==> src/rtl/simd_issue_seq_pkg.sv <==
// simd_issue_pkg: shared types and 64b<->68b register-format helpers for the SIMD issue sequencer
package simd_issue_pkg;
  localparam logic [1:0] PTYPE_INT = 2'd0;
  typedef enum logic {IDLE, HI} state_t;
  typedef struct packed {
    logic [127:0] data;
    logic         wide;
  } rsp_t;
  function automatic logic [67:0] pack64(input logic [63:0] v);
    return {PTYPE_INT, 1'b0, v[63:32], 1'b0, v[31:0]};
  endfunction
  function automatic logic [63:0] unpack68(input logic [67:0] r);
    return {r[64:33], r[31:0]};
  endfunction
endpackage

==> src/rtl/simd_issue_seq_rsp_fifo.sv <==
// simd_rsp_fifo: first-word-fall-through response FIFO with occupancy count
module simd_rsp_fifo #(
  parameter int W = 8,
  parameter int DEPTH = 4,
  localparam int AW = $clog2(DEPTH)
) (
  input  logic          clk,
  input  logic          rst,
  input  logic          push,
  input  logic [W-1:0]  din,
  input  logic          pop,
  output logic [W-1:0]  dout,
  output logic          valid,
  output logic [AW:0]   count
);
  localparam int CW = AW + 1;
  logic [W-1:0] mem [DEPTH];
  logic [AW-1:0] wp, rp;
  logic full, do_pop;
  assign valid = count != '0;
  assign full = count == CW'(DEPTH);
  assign do_pop = pop & valid;
  assign dout = mem[rp];
  always_ff @(negedge clk)
    if (rst) begin
      wp <= '0;
      rp <= '0;
      count <= '0;
    end else begin
      wp <= push ? wp + AW'(1) : wp;
      rp <= do_pop ? rp + AW'(1) : rp;
      count <= count + CW'(push) - CW'(do_pop);
    end
  always_ff @(negedge clk)
    if (push) mem[wp] <= din;
  // credits upstream must make this impossible; a violation is a design bug, never a drop
  always_ff @(negedge clk)
    if (!rst) assert (!(push && full && !do_pop));
endmodule

==> src/rtl/simd_issue_seq.sv <==
// simd_issue_seq: issues 64b/128b SIMD ops to the fixed-latency ALU and returns in-order responses
module simd_issue_seq
  import simd_issue_pkg::*;
#(
  parameter int LAT = 2,
  parameter int DEPTH = 4,
  parameter int TAGW = 4
) (
  input  logic            clk,
  input  logic            rst,
  input  logic            req_valid,
  output logic            req_ready,
  input  logic [12:0]     req_op,
  input  logic            req_wide,
  input  logic [127:0]    req_a,
  input  logic [127:0]    req_b,
  input  logic [TAGW-1:0] req_tag,
  output logic            alu_en,
  output logic [12:0]     alu_op,
  output logic [67:0]     alu_a,
  output logic [67:0]     alu_b,
  input  logic [67:0]     alu_res,
  output logic            rsp_valid,
  input  logic            rsp_ready,
  output logic [127:0]    rsp_data,
  output logic [TAGW-1:0] rsp_tag,
  output logic            rsp_wide
);
  localparam int CW = $clog2(DEPTH) + 1;
  localparam int FW = TAGW + $bits(rsp_t);
  typedef struct packed {
    logic            valid;
    logic            last;
    logic            wide;
    logic [TAGW-1:0] tag;
  } cap_t;
  state_t state, state_nx;
  logic [CW-1:0] cred, fcnt;
  logic issue_lo, issue_hi, push, pop;
  logic [63:0] hi_a, hi_b, lo_hold, res;
  logic last_r, wide_r;
  logic [TAGW-1:0] tag_r;
  cap_t pipe [LAT];
  cap_t cap;
  rsp_t ent, rsp;
  logic [FW-1:0] fout;
  logic unused_res_bits;
  assign unused_res_bits = ^{alu_res[67:65], alu_res[32]};
  always_ff @(negedge clk) state <= rst ? IDLE : state_nx;
  always_comb state_nx = (issue_lo && req_wide) ? HI : IDLE;
  always_comb begin
    req_ready = ~rst & (state == IDLE) & (cred != '0);
    issue_lo = req_valid & req_ready;
    issue_hi = state == HI;
  end
  // credits cover FIFO entries plus requests still in the ALU, so a push always finds room
  always_ff @(negedge clk) cred <= rst ? CW'(DEPTH) : cred - CW'(issue_lo) + CW'(pop);
  always_ff @(negedge clk)
    if (rst) begin
      alu_en <= 1'b0;
      alu_op <= '0;
      alu_a <= '0;
      alu_b <= '0;
      hi_a <= '0;
      hi_b <= '0;
      tag_r <= '0;
      wide_r <= 1'b0;
      last_r <= 1'b0;
    end else begin
      alu_en <= issue_lo | issue_hi;
      if (issue_lo) begin
        alu_op <= req_op;
        alu_a <= pack64(req_a[63:0]);
        alu_b <= pack64(req_b[63:0]);
        hi_a <= req_a[127:64];
        hi_b <= req_b[127:64];
        tag_r <= req_tag;
        wide_r <= req_wide;
        last_r <= ~req_wide;
      end else if (issue_hi) begin
        alu_a <= pack64(hi_a);
        alu_b <= pack64(hi_b);
        last_r <= 1'b1;
      end
    end
  // beat metadata travels alongside the ALU's enable pipe and meets alu_res at its output
  assign cap = pipe[LAT-1];
  assign res = unpack68(alu_res);
  assign push = cap.valid & cap.last;
  always_ff @(negedge clk) begin
    pipe[0] <= rst ? '0 : cap_t'{alu_en, last_r, wide_r, tag_r};
    for (int i = 1; i < LAT; i++) pipe[i] <= rst ? '0 : pipe[i-1];
    lo_hold <= rst ? '0 : (cap.valid & ~cap.last) ? res : lo_hold;
  end
  always_comb ent = '{data: cap.wide ? {res, lo_hold} : {64'b0, res}, wide: cap.wide};
  simd_rsp_fifo #(.W(FW), .DEPTH(DEPTH)) u_fifo (
    .clk   (clk),
    .rst   (rst),
    .push  (push),
    .din   ({cap.tag, ent}),
    .pop   (pop),
    .dout  (fout),
    .valid (rsp_valid),
    .count (fcnt)
  );
  assign pop = rsp_valid & rsp_ready;
  assign {rsp_tag, rsp} = fout;
  assign rsp_data = rsp.data;
  assign rsp_wide = rsp.wide;
  always_ff @(negedge clk)
    if (!rst) assert (fcnt + cred <= CW'(DEPTH));
endmodule
==> config.mk <==
export PLATFORM = sky130hd
export DESIGN_NAME = simd_issue_seq
export DESIGN_NICKNAME = d
export VERILOG_FILES = /design/src/rtl/simd_issue_seq_pkg.sv /design/src/rtl/simd_issue_seq_rsp_fifo.sv /design/src/rtl/simd_issue_seq.sv
export SDC_FILE = /design/constraint.sdc
export NUM_CORES = 2
export LEC_CHECK = 0
export ABC_AREA = 0
export CELL_PAD_IN_SITES_DETAIL_PLACEMENT = 1
export CELL_PAD_IN_SITES_GLOBAL_PLACEMENT = 1
export CORE_ASPECT_RATIO = 1.5
export CORE_MARGIN = 4
export CORE_UTILIZATION = 31
export DETAILED_ROUTE_END_ITERATION = 10
export PLACE_DENSITY_LB_ADDON = 0.1
export SYNTH_ARGS = -nofsm -noshare
export SYNTH_HDL_FRONTEND = slang
export SYNTH_SLANG_ARGS = --single-unit
==> constraint.sdc <==
create_clock -name clk -period 8.6 [get_ports clk]
set_input_delay 1.72 -clock clk [delete_from_list [all_inputs] [get_ports clk]]
set_output_delay 1.72 -clock clk [all_outputs]
set_load 0.03 [all_outputs]
==> results.yml <==
floorplanning:
  fp.dieW_um: 282
  initial_utilization_pct: 31.3
  die_h_um: 419
  num_rows: 150
  ios: 631
  dieArea_um2: 118000
  core_area_um2: 112000
layout:
  drive_above_1_share_pct: 14.5
  synthToLayoutAreaGrowth_pct: 41.4
  fillers: 11900
  nets: 4255
  fin_util_pct: 44.2
timing:
  fin_hold_ws_ns: 0.433
  slew_violations: 0
  fin_worst_skew_ns: 0.0429
  slew_headroom_pct: 24.6
  setup-violations-final: 0
  timing.final.hold_violations: 0
  rsz0062_at_grt: "true"
  worst_slew_pin_slew_ns: 1.13
global_routing:
  grt_pass1_wl_um: 173000
  grt_max_degree: 120
  grtUsageTotal_pct: 19.2
  grt_pass1_vias: 30800
  antenna_found_initial: 39
  gr-total-overflow: 0
clock_network:
  cts_buffer_depth: 3
  root_buffer: "clkbuf_16"
  htree_levels: 3
  clk_pin_slew_ns: 0.03
  cts_made_buffers: 98
  cts_sinks: 899
  cts_tree: "yes"
  clock_latency_ns: 0.70
detailed_routing:
  drc: 0
  drt-pass1-iter-count: 5
  wl_per_cell_um: 21.0
  detailedRoute.firstIterationViolations: 1014
  antenna_left: 0
  via_count: 25700
  vias_per_cell: 4.73
  routed_wl_um: 114000
critical_path:
  crit_path_frequent_cell: "buf_12"
  endpoint: "rsp_data[52]"
  rr_worst_depth: 5
  worstReg2RegStart: "issue_hi"
  slowest_stage: "mux4_2"
  critical_path_buf_inv_count: 3
  crit_path_max_incr_delay_ns: 0.57
  start_kind: "register"
  worst-path-stages: 4
  ff2ff_setup_slack_ns: 5.05
  path_class: "reg -> out"
  worst_r2r_endpoint: "alu_a[2]"
  crit_family: "buffers and inverters"
  crit_chain: "buf_12 -> buf_12 -> mux4_2 -> dlygate4sd2_1"
  cp.arrival_ns: 6.77
  worstSetupEndpointType: "output pin"
  critPathMaxFanout: 18
  worstPathRequired_ns: 6.88
run:
  drv_cap: 0
synthesis:
  ys_types: 32
  ys_seq_elements: 899
  yosysWarningCount: 0
  syn_area_um2: 34900
  syn-instance-count: 2409
  ys_seq_area_share_pct: 66.8
  synth_area_per_cell_um2: 14.5
run_status:
  status: "finished, final reports clean"
worst_hold_path:
  hold_path_class: "reg -> reg"
placed_design:
  place.gp.congestion: 0.798
  port_buffers: 618
  hpwl_um: 70800
power:
  pwr_density_cell_nw_per_um2: 287
  worst_ir_drop_vdd_v: 0.000157
  p_leak_nw: 20.8
-- registers in the layout (all words and copies together) (netlist names), named ones only --
signal,cells
u_fifo.count,3
alu_op,13
lo_hold,64
issue_hi,1
alu_a,64
u_fifo.rp,2
hi_a,64
cred,3
wide_r,1
u_fifo.wp,2
u_fifo.mem,532
alu_b,64
last_r,1
pipe,14
hi_b,64
tag_r,4
alu_en,1
-- worst reg2reg max path: stages (launching register included) --
cell and delay, ns:
dfxtp_4 0.33, buf_4 0.76, buf_4 0.91, buf_4 0.93
a21oi_1 0.21, a221oi_1 0.32
-- repair_timing --
item / 4_1_cts / 5_1_grt
hold endpoints to repair: 0 / 0
endpoints found under the setup margin: 119 / 16
buffers inserted: 3 / 0
gates cloned: 1 / 1
hold buffers: 0 / 0
gates resized for setup: 122 / 4
-- layout by cell type (no fill, tap or decap), types with 4 or more instances in the layout --
cell and count:
dfxtp_4 4, diode_2 17, mux4_2 133, buf_4 42, dfxtp_1 363, ha_1 7
inv_4 10, a221oi_1 128, xnor2_1 6, buf_12 12, and3_4 4, clkbuf_16 100
inv_1 1059, clkinvlp_2 27, a21oi_1 195, edfxtp_1 532, mux2_2 109, clkinv_4 4
nor2_1 136, nand2_1 259, nor2b_1 31, mux2_4 100, conb_1 8, bufinv_16 15
and2_1 64, dlygate4sd2_1 118, clkdlybuf4s50_1 486
-- layout make-up --
type,instances,area (µm²),area share (%)
Sequential cell,899,23300,47.3
Multi-Input combinational cell,1198,10300,20.9
Timing Repair Buffer,666,6620,13.4
Clock inverter,984,4260,8.63
Clock buffer,99,2480,5.02
Tap cell,1444,1810,3.66
Inverter,138,518,1.05
Antenna cell,17,42.5,0.0862
-- synth_stat cells --
master,number,area share [%]
nor2b_1,32,0.57
nor2_1,136,1.5
and2_1,64,1.1
ha_1,7,0.25
buf_6,14,0.45
xor2_1,2,0.050
xnor2_1,6,0.15
nand3_1,2,0.029
mux4_2,133,8.6
nor3_1,2,0.029
mux2_1,1,0.032
o31a_1,1,0.025
o31ai_1,2,0.043
nand2b_1,2,0.036
or4b_1,1,0.029
dfxtp_1,367,21
a221oi_1,128,3.2
nand2_1,259,2.8
buf_1,23,0.25
buf_2,17,0.24
a21oi_1,195,2.8
clkbuf_1,118,1.3
fa_1,2,0.11
inv_1,139,1.5
o311ai_0,1,0.025
mux2_2,109,3.5
edfxtp_1,532,46
and3_1,4,0.072
or3_1,1,0.018
conb_1,1,0.011
mux2_4,100,4.3
buf_4,8,0.17
-- metrics by stage --
stage | power (mW) | setup TNS [ns] | worst slack (ns) | area (µm²) | instances
after floorplan | 7.58 | 0 | 0.504 | 34900 | 2416
after detailed placement | 8.97 | 0 | 0.244 | 42600 | 4341
after global routing | 15.3 | -0.0524 | -0.0165 | 49300 | 5430
after CTS | 14.6 | 0 | 0.00512 | 49300 | 5427
final | 14.2 | 0 | 0.114 | 49400 | 5445
after global placement | 8.93 | 0 | 0.252 | 42600 | 4341
-- how the worst min path moves through the flow --
stage,from,endpoint,slack (ns),cells after the start
3_3_place_gp,pipe[0][1],pipe[0][8],0.42,1
4_1_cts,pipe[0][5],pipe[0][12],0.43,1
3_5_place_dp,pipe[0][5],pipe[0][12],0.42,1
5_1_grt,pipe[0][2],pipe[0][9],0.45,1
6_report,pipe[0][5],pipe[0][12],0.43,1
2_1_floorplan,pipe[0][3],pipe[0][10],0.41,1
-- kinds of logic after synthesis --
family,after synthesis,share of synthesized area [%]
flip-flops,899,66.8
AND/OR/NAND/NOR,503,6.18
multiplexers,343,16.4
AO/OA/AOI/OAI,327,6.10
buffers and inverters,319,3.88
adder cells (fa/ha/maj),9,0.366
XOR/XNOR,8,0.201
other,1,0.0107
-- routing by layer --
metal,GRT usage (%),share of wire (%),vias up
met5,0,0.27,-
met4,9.78,2.2,44
met3,11.0,10,211
met2,31.9,51,797
met1,19.2,36,12900
li1,-,-,11800
-- power by group --
part	switching, mW	total, mW	internal, mW
logic	1.81	3.18	1.36
registers	0.127	4.95	4.82
clock network	2.92	6.05	3.12
No activity file was read; power rests on OpenSTA's default activity.
